**src/rtl/level_tracker.sv**
```systemverilog
// level_tracker: game-progression tracker for Blink.
// Counts hits per level, tracks lives, flags win / game over.
module level_tracker #(
  parameter  int NUM_LEVELS     = 4,
  parameter  int HITS_PER_LEVEL = 2,
  parameter  int LIVES          = 3,
  parameter  int MISS_MODE      = 0,
  localparam int LVL_W  = $clog2(NUM_LEVELS + 1),
  localparam int LIFE_W = $clog2(LIVES + 1),
  localparam int CNT_W  = (HITS_PER_LEVEL > 2) ?
                          $clog2(HITS_PER_LEVEL) : 1
) (
  input  logic              clk,
  input  logic              reset,
  input  logic              hit,
  input  logic              miss,
  input  logic              start,
  output logic [LVL_W-1:0]  level,
  output logic [LIFE_W-1:0] lives_left,
  output logic              level_up,
  output logic              level_down,
  output logic              win,
  output logic              game_over
);

  typedef enum logic [1:0] {
    S_PLAY = 2'b00,
    S_WIN  = 2'b01,
    S_OVER = 2'b10
  } state_e;

  localparam logic [LVL_W-1:0]  LVL_ONE  = LVL_W'(1);
  localparam logic [LVL_W-1:0]  LVL_MAX  = LVL_W'(NUM_LEVELS);
  localparam logic [LIFE_W-1:0] LIFE_ONE = LIFE_W'(1);
  localparam logic [LIFE_W-1:0] LIFE_MAX = LIFE_W'(LIVES);
  localparam logic [CNT_W-1:0]  CNT_MAX  =
    CNT_W'(HITS_PER_LEVEL - 1);

  state_e              state_q, state_d;
  logic [LVL_W-1:0]    level_q, level_d;
  logic [LIFE_W-1:0]   lives_q, lives_d;
  logic [CNT_W-1:0]    cnt_q, cnt_d;
  logic                up_q, up_d;
  logic                down_q, down_d;
  logic                win_q, win_d;
  logic                over_q, over_d;

  // Next-state and next-output logic for the game FSM.
  always_comb begin
    state_d = state_q;
    level_d = level_q;
    lives_d = lives_q;
    cnt_d   = cnt_q;
    up_d    = 1'b0;
    down_d  = 1'b0;
    case (state_q)
      S_PLAY: begin
        if (miss) begin
          cnt_d = '0;
          if (lives_q == LIFE_ONE) begin
            lives_d = '0;
            state_d = S_OVER;
          end else begin
            lives_d = lives_q - 1'b1;
            if (level_q > LVL_ONE) begin
              down_d = 1'b1;
              if (MISS_MODE != 0)
                level_d = level_q - 1'b1;
              else
                level_d = LVL_ONE;
            end
          end
        end else if (hit) begin
          if (cnt_q < CNT_MAX) begin
            cnt_d = cnt_q + 1'b1;
          end else begin
            cnt_d = '0;
            if (level_q < LVL_MAX) begin
              level_d = level_q + 1'b1;
              up_d    = 1'b1;
            end else begin
              state_d = S_WIN;
            end
          end
        end
      end
      S_WIN, S_OVER: begin
        if (start) begin
          state_d = S_PLAY;
          level_d = LVL_ONE;
          lives_d = LIFE_MAX;
          cnt_d   = '0;
        end
      end
      default: begin
        state_d = S_PLAY;
        level_d = LVL_ONE;
        lives_d = LIFE_MAX;
        cnt_d   = '0;
      end
    endcase
    win_d  = (state_d == S_WIN);
    over_d = (state_d == S_OVER);
  end

  // State and output registers with synchronous reset.
  always_ff @(posedge clk) begin
    if (reset) begin
      state_q <= S_PLAY;
      level_q <= LVL_ONE;
      lives_q <= LIFE_MAX;
      cnt_q   <= '0;
      up_q    <= 1'b0;
      down_q  <= 1'b0;
      win_q   <= 1'b0;
      over_q  <= 1'b0;
    end else begin
      state_q <= state_d;
      level_q <= level_d;
      lives_q <= lives_d;
      cnt_q   <= cnt_d;
      up_q    <= up_d;
      down_q  <= down_d;
      win_q   <= win_d;
      over_q  <= over_d;
    end
  end

  assign level      = level_q;
  assign lives_left = lives_q;
  assign level_up   = up_q;
  assign level_down = down_q;
  assign win        = win_q;
  assign game_over  = over_q;

endmodule

```
**config.mk**
```make
export PLATFORM = sky130hd
export DESIGN_NAME = level_tracker
export DESIGN_NICKNAME = d
export VERILOG_FILES = /design/src/rtl/level_tracker.sv
export SDC_FILE = /design/constraint.sdc
export NUM_CORES = 1
export LEC_CHECK = 0
export BUFFER_PORTS_ARGS = -buffer_cell sky130_fd_sc_hd__buf_2
export CAP_MARGIN = 10
export CORE_MARGIN = 1.5
export CORE_UTILIZATION = 45
export DETAILED_ROUTE_END_ITERATION = 7
export MAX_ROUTING_LAYER = met4
export PLACE_DENSITY = 0.68
export RECOVER_POWER = 25
export SYNTH_ARGS = -nofsm -noshare
export SYNTH_HDL_FRONTEND = slang
export SYNTH_SLANG_ARGS = --single-unit
```
**constraint.sdc**
```tcl
create_clock -name clk -period 2 [get_ports clk]
set_clock_uncertainty 0.1 [all_clocks]
set_input_delay 0.3 -clock clk [delete_from_list [all_inputs] [get_ports clk]]
set_output_delay 0.3 -clock clk [all_outputs]
set_load 0.01 [all_outputs]
```
== Word level (Yosys, flattened, before mapping) ==
Cells that the tools add are included.

* Register bits: 12
* Bits in latches: 0
* Bits in writable memories: 0
* ROM bits: 0
* Output and inout port bits: 9
* Memories kept: 0

* $add $sub $neg: 3
* Multipliers: 0
* Div/mod/pow operators: 0
* Magnitude comparators: 3
* Equality and inequality tests: 12
* Shifts and indexed selects: 0
* Muxes and demuxes: 26
* Bitwise operators: 3
* Reductions and logical operators: 7

{| class="wikitable"
|+ Operators with widths
! operator !! count
|-
| $mux W3 || 7
|-
| $mux W2 || 9
|-
| $ne A3 B3 Y1 const B || 5
|-
| $pmux W2 S2 || 2
|-
| $eq A2 B1 Y1 const B || 3
|-
| $mux W1 || 6
|-
| $pmux W3 S2 || 1
|-
| $reduce_and A6 Y1 || 1
|-
| $reduce_or A5 Y1 || 1
|-
| $eq A2 B2 Y1 const B || 2
|-
| $ne A2 B2 Y1 const B || 2
|-
| $reduce_and A2 Y1 || 2
|-
| $reduce_or A4 Y1 || 1
|-
| $add A3 B1 Y3 const B || 1
|-
| $gt A3 B1 Y1 const B || 1
|-
| $lt A3 B3 Y1 const B || 1
|-
| $not A1 Y1 || 3
|-
| $logic_not A2 Y1 || 1
|-
| $pmux W1 S2 || 1
|-
| $reduce_or A2 Y1 || 1
|-
| $sub A2 B1 Y2 const B || 1
|-
| $add A1 B1 Y1 const B || 1
|-
| $lt A1 B1 Y1 const B || 1
|}

== Logic depth before layout (Yosys ltp) ==
Gate-level depths: netlist of run 1.

* Depth in word-level cells: 7
* Depth in mapped cells: 7
* Gate-level depth less buffers: 6

== Least setup slack after synthesis of run 1 ==
OpenSTA, ideal clock, no wires.

* Kind: reg-to-reg
* Start: register level_q[1], in the netlist level[1]
* End: register level_q[2], in the netlist level[2]
* Library setup time: 0.112 ns
* Data arrival time: 1.418 ns
* Required time: 1.788 ns
* Slack: 0.370 ns
* Stages on the path, launching flop included: 7
* Path buffers: 0
* Cells stage by stage: dfxtp_1 -> inv_1 -> ha_1 -> o21bai_1 -> a21oi_2 -> mux2i_1 -> a2111oi_1

* Longest elaborated chain between the ends: 6
* Elaborated cells on any way between the ends: 11
* Classes of those cells: 1 x add/sub; 2 x order compare; 2 x eq/ne; 5 x mux; 1 x reduce/logical

{| class="wikitable"
|+ RTL lines
! element !! RTL line !! RTL
|-
| from (decl) || 40 || <nowiki>logic [LVL_W-1:0] level_q, level_d;</nowiki>
|-
| from (signal assigned) || 119 || <nowiki>level_q <= level_d;</nowiki>
|-
| $add A3 B1 Y3 || 79 || <nowiki>level_d = level_q + 1'b1;</nowiki>
|-
| $mux W3 || 78 || <nowiki>if (level_q < LVL_MAX) begin</nowiki>
|-
| $mux W3 || 74 || <nowiki>if (cnt_q < CNT_MAX) begin</nowiki>
|-
| $mux W3 || 73 || <nowiki>end else if (hit) begin</nowiki>
|-
| $mux W3 || 58 || <nowiki>if (miss) begin</nowiki>
|-
| $pmux W3 S2 || 56 || <nowiki>case (state_q)</nowiki>
|}

Parallel ways exist; a longest one is shown, timed or not. The select of a mux whose other input is x is not followed.
A chain may end at the register's enable or synchronous reset.

== Final worst setup path of run 1 ==
Same ends and word-level chain as after synthesis.

==> impl_metrics.tcl, run 1 <==
set metrics [dict create \
    place_ws_ps 283 \
    cts_tree "built" \
    die_h_um 40.5 \
    setup_tns_ps 0 \
    synth_seq_cells 12 \
    first_global_vias 494 \
    cts.clk_slew.worst_paths_ps 80 \
    finalCriticalPeriod_ps 1790 \
    grt_pass1_wl_mm 2.17 \
    firstDrtPassIters 4 \
    fin_crit_sh_pct 89.5 \
    dpl.hpwl_um 969 \
    swShare_pct 27.7 \
    rr_startpoint "level[1]" \
    synth_fp_nets 81 \
    cts_hold_buffers 0 \
    vias_per_cell 5.50 \
    critical_path.startpoint "level[1]" \
    relSlewSlack_pct 76.1 \
    antenna_found_initial 0 \
    ant_nets 0 \
    netSwitchingPower_mw 0.156 \
    critPathMaxFanout 4 \
    hold_slack_ps 231 \
    grtUsageTotal_pct 20.7 \
    hold_path_depth 2 \
    p_comb_share_pct 17.9 \
    arrival_ps 1840 \
    vdd_drop_max_v 0.000497 \
    clkLatencyLatePin_ps 280 \
    status "finished, final reports clean" \
    layout_common_cells "12 x dfxtp_1, 8 x buf_2, 7 x nor2_1" \
    die_x_um 40.5 \
    powerDensity_mw_per_mm2 756 \
    top_layer "met4" \
    io_buffers 13 \
    layout_commonest_cell "dfxtp_1" \
    root_buffer "clkbuf_4" \
    worstSetupEndpointType "flip-flop" \
    io_pins 14 \
    wirelength_mm 1.36 \
    r2r_end "level[2]" \
    hold_class "input pin to flip-flop" \
    tightest_slew_ps 358 \
    drtIter0Drc 18 \
    std_cell_rows 13 \
    final-hold-violation-count 0 \
    netlist.area_leader.share_pct 37.9 \
    grt_setup_unrepaired "false" \
    avgSynthCellArea_um2 8.92 \
    cts.sinks 12 \
    pwr-share-seq_pct 46.6 \
    cap_viol_max_count 0 \
    cp.required_ps 2050 \
    cts_made_buffers 3 \
    intPower_mw 0.408 \
    fmax_mhz 559 \
    clkPwrFrac_pct 35.4 \
    diodes 0 \
    setup_ws_ps 211 \
    initial_core_util_pct 48.7 \
    netlist_area_um2 633 \
    ff2ff_path_depth 6 \
    cts_resized 0 \
    worst_setup_path_start_kind "flip-flop" \
    p_leak_nw 0.327 \
    fin_area_um2 747 \
    avgRoutedWirePerCell_um 13.2 \
    dr_wl_met2_um 626 \
    core_region_area_mm2 0.00130 \
    crit_type "flip-flop to flip-flop" \
    slew_violations 0 \
    h-tree-depth 1 \
    postPlaceCellArea_um2 717 \
    fin_nets 99 \
    post-route-util_pct 57.4 \
    cts.path.max_buffers 2 \
    synth.area.top_cells "dfxtp_1 38%, ha_1 9.9%, nor2_1 4.2%, nor4_1 4.0%, a21oi_1 3.2%" \
    grt-ovfl-total 0 \
    syn_inst 71 \
    synthToLayoutAreaGrowth_pct 18.0 \
    drive_above_1_share_pct 20.5 \
    wl_met3_um 42 \
    via_count 566 \
    fill_cells 125 \
    setup_viol_count_final 0 \
    ys_types 27 \
    gp_congestion 0.778 \
    grt_max_degree 15 \
    regToRegSetupSlack_ps 210 \
    crit_path_end "level[2]" \
    post_cts_buffers 0 \
    wl_met1_um 667 \
    synth.largest_area_cell "dfxtp_1" \
    synth-seq-area-share_pct 37.9 \
    yosys_warnings 0 \
    die-area_mm2 0.00164 \
    drcViolationCount 0 \
]
-- state kept, by name (all words and copies together), names as in the netlist --
name and count:
game_over 1, level 3, level_up 1, lives_left 2
level_down 1, win 1, cnt_q 1, state_q 2
-- stage by stage --
step,cells,total power [mW]
after floorplan,71,0.339
after global routing,103,0.590
after CTS,103,0.566
after global placement,99,0.366
after detailed placement,99,0.368
final,103,0.564
-- synth_stat cells --
cell	n
nor3b_1	2
a31oi_1	2
nor4_1	4
ha_1	5
o221ai_2	1
nand2_1	5
nor2_1	7
dfxtp_1	12
nor4b_1	1
a2111oi_1	1
buf_6	1
o21bai_1	2
a21oi_2	1
nand2b_1	2
a21boi_0	2
inv_1	5
o21ai_0	2
clkbuf_1	1
mux2_2	1
nor2b_1	1
a22oi_1	1
a21oi_1	4
nand4b_1	1
mux2i_1	2
nor3_1	3
or2b_2	1
and2_1	1
-- cells by family after synthesis --
kind of cell    synth area share [%]
flops                           37.9
fa+ha+maj                       9.88
mux                             4.94
buf+inv                         5.34
compound gates                  18.0
simple gates                    23.9
-- metal layers --
| layer | GRT usage, % | up-vias |
|---|---|---|
| met3 | 3.33 | 5 |
| met2 | 31.0 | 15 |
| met5 | - | - |
| met1 | 26.8 | 258 |
| li1 | - | 288 |
| met4 | 10.0 | 0 |
-- cell type report --
class | count | area (µm²) | area share [%]
multi-input cells | 52 | 359 | 48.1
flip-flops and latches | 12 | 240 | 32.2
repair buffers | 15 | 73.8 | 9.88
clock buffers | 4 | 36.3 | 4.86
inverters | 5 | 18.8 | 2.51
well taps | 15 | 18.8 | 2.51
-- critical path, stage by stage (launching register included) --
cell       delay [ps]
dfxtp_1           380
inv_1              80
ha_1              180
o21bai_1          160
a21oi_2           230
mux2i_1           110
a2111oi_1         420
-- worst min-delay path by stage --
| stage | startpoint | endpoint | slack [ps] |
|---|---|---|---|
| floorplan | reset | level[2] | 280 |
| global placement | lives_left[1] | lives_left[1] | 410 |
| detailed placement | lives_left[1] | lives_left[1] | 420 |
| CTS | miss | level[2] | 220 |
| global route | miss | level[2] | 230 |
| finish | miss | level[2] | 230 |
-- power by group through the flow --
stage / Clock, mW / Combinational, mW / Sequential (mW)
global placement: 0 / 0.0983 / 0.268
finish: 0.200 / 0.101 / 0.263
CTS: 0.200 / 0.103 / 0.263
detailed placement: 0 / 0.0997 / 0.268
floorplan: 0 / 0.0670 / 0.272
global route: 0.212 / 0.113 / 0.266
Note: power is estimated with default switching activity, not from simulation.
==> inputs of run 2 (changes only) <==
--- a/config.mk
+++ b/config.mk
@@ -11,7 +11,7 @@
 export CORE_UTILIZATION = 45
 export DETAILED_ROUTE_END_ITERATION = 7
 export MAX_ROUTING_LAYER = met4
-export PLACE_DENSITY = 0.68
+export PLACE_DENSITY = 0.69
 export RECOVER_POWER = 25
 export SYNTH_ARGS = -nofsm -noshare
 export SYNTH_HDL_FRONTEND = slang
==> run 2 against run 1 <==
Worst hold slack improved by 7.4 ps. Final cell count shrank 0.97%. Cell area down 1.8%. Combinational power about the same. Critical path depth unchanged. Worst setup slack improved by 63 ps. Clock power is 28% lower. Count of clock-buffer cells in the layout down 1. Highest routed layer unchanged.
==> impl_metrics.tcl, run 2 (synthesis results as in run 1) <==
set metrics [dict create \
    avgRoutedWirePerCell_um 12.0 \
    worst_setup_path_start_kind "flip-flop" \
    cp.required_ps 2050 \
    synthToLayoutAreaGrowth_pct 15.8 \
    layout_common_cells "12 x dfxtp_1, 8 x buf_2, 7 x nor2_1" \
    diodes 0 \
    core_region_area_mm2 0.00130 \
    cts_hold_buffers 0 \
    grtUsageTotal_pct 19.6 \
    crit_type "flip-flop to flip-flop" \
    grt-ovfl-total 0 \
    cts_tree "built" \
    gp_congestion 0.780 \
    cpMaxStageDelayCell "a2111oi_1" \
    wirelength_mm 1.23 \
    final-hold-violation-count 0 \
    worstSetupEndpointType "flip-flop" \
    cts.clk_slew.worst_paths_ps 70 \
    root_buffer "clkbuf_4" \
    hold_class "input pin to flip-flop" \
    regToRegSetupSlack_ps 270 \
    hold_slack_ps 238 \
    cts.path.max_buffers 2 \
    grt_pass1_wl_mm 2.01 \
    critPathMaxFanout 4 \
    vdd_drop_max_v 0.000393 \
    die-area_mm2 0.00164 \
    status "finished, final reports clean" \
    slowest_delay_ps 410 \
    crit_chain "inv_1 -> ha_1 -> o21bai_1 -> a21oi_2 -> mux2i_1 -> a2111oi_1" \
    crit_path_end "level[2]" \
    clkLatencyLatePin_ps 270 \
    vias_per_cell 5.27 \
    powerDensity_mw_per_mm2 689 \
    tightest_slew_ps 352 \
    fin_nets 99 \
    std_cell_rows 13 \
    slew_violations 0 \
    relSlewSlack_pct 76.5 \
    h-tree-depth 1 \
    cap_viol_max_count 0 \
    critical_path.startpoint "level[1]" \
    io_pins 14 \
    dpl.hpwl_um 902 \
    grt_setup_unrepaired "false" \
    ant_nets 0 \
    die_x_um 40.5 \
    cts.sinks 12 \
    fin_crit_sh_pct 86.3 \
    grt_max_degree 15 \
    drive_above_1_share_pct 19.5 \
    r2r_end "level[2]" \
    die_h_um 40.5 \
    arrival_ps 1780 \
    p_leak_nw 0.320 \
    largest_register_ffs 3 \
    post_cts_buffers 0 \
    finalCriticalPeriod_ps 1730 \
    ff2ff_path_depth 6 \
    firstDrtPassIters 4 \
    cts_made_buffers 3 \
    fill_cells 128 \
    via_count 538 \
    rr_startpoint "level[1]" \
    first_global_vias 471 \
    layout_commonest_cell "dfxtp_1" \
    drtIter0Drc 16 \
    initial_core_util_pct 48.7 \
    io_buffers 13 \
    setup_viol_count_final 0 \
    cts_resized 0 \
    setup_tns_ps 0 \
    drcViolationCount 0 \
    fmax_mhz 579 \
    antenna_found_initial 0 \
]
-- run 2: where the power goes --
group          internal (mW)  switching [mW]  total [mW]
clock                 0.0697          0.0753       0.145
combinational         0.0451          0.0529      0.0980
sequential             0.252          0.0106       0.262
total                  0.367           0.139       0.505
-- run 2: worst max-delay path: cells and delay by family, from the launching register on --
| family | cells | cell delay (ps) |
|---|---|---|
| compound gates | 3 | 790 |
| fa+ha+maj | 1 | 170 |
| buf+inv | 1 | 70 |
| flops | 1 | 370 |
| mux | 1 | 100 |
-- run 2: final cells by class --
class | count | area, µm² | share of cell area (%)
Multi-Input combinational cell | 52 | 359 | 49.0
Sequential cell | 12 | 240 | 32.8
Timing Repair Buffer | 15 | 73.8 | 10.1
Clock buffer | 3 | 22.5 | 3.07
Inverter | 5 | 18.8 | 2.56
Tap cell | 15 | 18.8 | 2.56
-- run 2: worst min-delay path by stage --
stage                  start             to  depth (start not counted)
3_3_place_gp   lives_left[1]  lives_left[1]                          2
6_report                miss       level[2]                          2
5_1_grt                 miss       level[2]                          2
4_1_cts                 miss       level[2]                          2
2_1_floorplan          reset       level[2]                          1
3_5_place_dp   lives_left[1]  lives_left[1]                          2
-- run 2: stage by stage --
step	total power, mW	area [µm²]	util, %	instances	setup WS (ps)
after CTS	0.511	739	56.8	102	278
after detailed placement	0.367	717	55.1	99	298
after global placement	0.366	717	55.1	99	333
after global routing	0.534	733	56.3	102	132
after floorplan	0.339	633	-	71	370
final	0.505	733	56.3	102	273
-- run 2: layer usage --
layer / GRT usage, % / share of wire, %
met4: 7.50 / 1.2
met5: - / 0
met1: 26.1 / 51
met3: 8.33 / 5.4
met2: 25.8 / 42
==> inputs of run 3 (changes only) <==
--- a/config.mk
+++ b/config.mk
@@ -5,13 +5,14 @@
 export SDC_FILE = /design/constraint.sdc
 export NUM_CORES = 1
 export LEC_CHECK = 0
+export ABC_AREA = 1
 export BUFFER_PORTS_ARGS = -buffer_cell sky130_fd_sc_hd__buf_2
 export CAP_MARGIN = 10
 export CORE_MARGIN = 1.5
 export CORE_UTILIZATION = 45
 export DETAILED_ROUTE_END_ITERATION = 7
 export MAX_ROUTING_LAYER = met4
-export PLACE_DENSITY = 0.69
+export PLACE_DENSITY_LB_ADDON = 0.12
 export RECOVER_POWER = 25
 export SYNTH_ARGS = -nofsm -noshare
 export SYNTH_HDL_FRONTEND = slang
==> run 3 against run 2 <==
Flip-flop and latch count stayed put. Synthesized cell count is 28% higher. Register-to-register slack better by 190 ps. Final cell count is 19% higher. Critical path type unchanged. Highest routed layer unchanged.
==> impl_metrics.tcl, run 3 <==
set metrics [dict create \
    status "finished, final reports clean" \
    netlist.area_leader.share_pct 36.3 \
    die_x_um 41.4 \
    slowest_delay_ps 370 \
    finalCriticalPeriod_ps 1530 \
    synth_most_common_cell "nand2_1" \
    grt-ovfl-total 0 \
    ys_types 22 \
    ff2ff_path_depth 9 \
    firstDrtPassIters 4 \
    vias_per_cell 5.02 \
    multi_input_area_um2 354 \
    yosys_warnings 0 \
    drcViolationCount 0 \
    cts_made_buffers 3 \
    place_ws_ps 500 \
    yosys-top-cells-count "21 x nand2_1, 13 x inv_1, 12 x dfxtp_1" \
    grt_pass1_wl_mm 2.18 \
    cts.sinks 12 \
    synth-seq-area-share_pct 36.3 \
    synth_fp_nets 101 \
    diodes 0 \
    powerDensity_mw_per_mm2 801 \
    fin_crit_sh_pct 76.6 \
    hold_path_depth 2 \
    synthToLayoutAreaGrowth_pct 13.4 \
    setup_viol_count_final 0 \
    p_leak_nw 0.402 \
    ant_nets 0 \
    final-hold-violation-count 0 \
    cts.clk_slew.worst_paths_ps 70 \
    cts.path.max_buffers 2 \
    relSlewSlack_pct 79.1 \
    cap_viol_max_count 0 \
    slew_violations 0 \
    swShare_pct 34.0 \
    via_count 608 \
    crit_type "flip-flop to flip-flop" \
    worstSetupEndpointType "flip-flop" \
    post_cts_buffers 0 \
    std_cell_rows 13 \
    io_buffers 13 \
    crit_path_frequent_cell "nand2_1" \
    initial_core_util_pct 49.6 \
    first_global_vias 523 \
    synth.largest_area_cell "dfxtp_1" \
    clkPwrFrac_pct 25.0 \
    netlist_area_um2 662 \
    pwr-share-seq_pct 46.8 \
    intPower_mw 0.397 \
    synthArstFlopShare_pct 0 \
    syn_inst 91 \
    cts_tree "built" \
    die_h_um 41.4 \
    p_comb_share_pct 28.2 \
    synth.area.top_cells "dfxtp_1 36%, nand2_1 12%, ha_1 9.5%, inv_1 7.4%, nand3_1 6.0%" \
    drive_above_1_share_pct 18.9 \
    grtUsageTotal_pct 20.6 \
    synth-edff-count 0 \
    cts_hold_buffers 0 \
    grt_setup_unrepaired "false" \
    dpl.hpwl_um 997 \
    hold_class "input pin to flip-flop" \
    avgRoutedWirePerCell_um 10.6 \
    clkLatencyLatePin_ps 280 \
    h-tree-depth 1 \
    critPathMaxFanout 4 \
    crit_chain "inv_1 -> ha_1 -> nand2_1 -> nand2_2 -> nor2_4 -> nand2_2 -> nand2_1 -> nand2_1 -> nor2_2" \
    tightest_slew_ps 314 \
    grt_max_degree 10 \
    final_cells 121 \
    setup_tns_ps 0 \
    root_buffer "clkbuf_4" \
    regArea_um2 240 \
    fill_cells 135 \
    dp_cells 118 \
    cts_resized 0 \
    io_pins 14 \
    synthFlopType "dfxtp_1" \
    antenna_found_initial 0 \
    avgSynthCellArea_um2 7.27 \
    die-area_mm2 0.00171 \
    vdd_drop_max_v 0.000356 \
    layout_commonest_cell "nand2_1" \
    wirelength_mm 1.28 \
    synth_seq_cells 12 \
    gp_congestion 0.814 \
    setup_ws_ps 468 \
    cp.required_ps 2130 \
    drtIter0Drc 18 \
    layout_common_cells "21 x nand2_1, 13 x inv_1, 12 x dfxtp_1" \
    hold_slack_ps 166 \
    fmax_mhz 653 \
    arrival_ps 1660 \
    worst_setup_path_start_kind "flip-flop" \
    fin_total_pwr_mw 0.602 \
    largest_register_ffs 3 \
    cpMaxStageDelayCell "dfxtp_1" \
    core_region_area_mm2 0.00133 \
    fin_nets 118 \
    netSwitchingPower_mw 0.204 \
]
-- run 3: cell types whose count changed after synthesis, sizes merged, moves of 3 or more --
cell   before  now
nand2       5   24
nand3       0   11
inv         5   14
nor2        7   11
nor3        3    0
nor4        4    1
-- run 3: power by group through the flow --
stage	combinational [mW]	clock, mW	sequential (mW)
finish	0.170	0.150	0.282
global route	0.196	0.168	0.285
CTS	0.172	0.156	0.281
detailed placement	0.170	0	0.287
global placement	0.169	0	0.285
floorplan	0.119	0	0.293
-- run 3: area by class of cell --
class	instances	share of cell area [%]
Multi-Input combinational cell	63	47.2
Sequential cell	12	32.0
Timing Repair Buffer	13	7.83
Inverter	15	7.50
Clock buffer	3	3.00
Tap cell	15	2.50
-- run 3: final timing paths --
check,slack (ps),startpoint,endpoint
worst max register to register,470,state_q[0],level[1]
worst min-delay path,170,reset,level[1]
worst min register to register,370,cnt_q,cnt_q
worst max-delay path,470,state_q[0],level[1]
-- run 3: metrics by stage --
step	cell area (µm²)	utilization (%)
after global routing	751	56.3
after detailed placement	734	55.1
after CTS	757	56.8
after floorplan	662	-
final	751	56.3
after global placement	734	55.1
-- run 3: critical path: cells and delay by family, from the launching register on --
family | cells | cell delay (ps)
adder cells (fa/ha/maj) | 1 | 310
buffers and inverters | 1 | 70
flip-flops | 1 | 370
AND/OR/NAND/NOR | 7 | 640
-- run 3: kinds of logic (layout without fill, tap and decap cells) --
| logic type | after synthesis | count (layout) | share of synthesized area, % |
|---|---|---|---|
| buffers and inverters | 16 | 31 | 10.2 |
| flip-flops | 12 | 12 | 36.3 |
| AO/OA/AOI/OAI | 9 | 9 | 8.13 |
| adder cells (fa/ha/maj) | 5 | 5 | 9.45 |
| AND/OR/NAND/NOR | 49 | 49 | 35.9 |
-- run 3: metal layers --
metal,wire length (µm),track usage (%),vias to the layer above
li1,-,-,322
met1,636,25.2,267
met2,553,32.0,17
met3,74,7.98,2
met4,13,4.84,0
met5,0,-,-
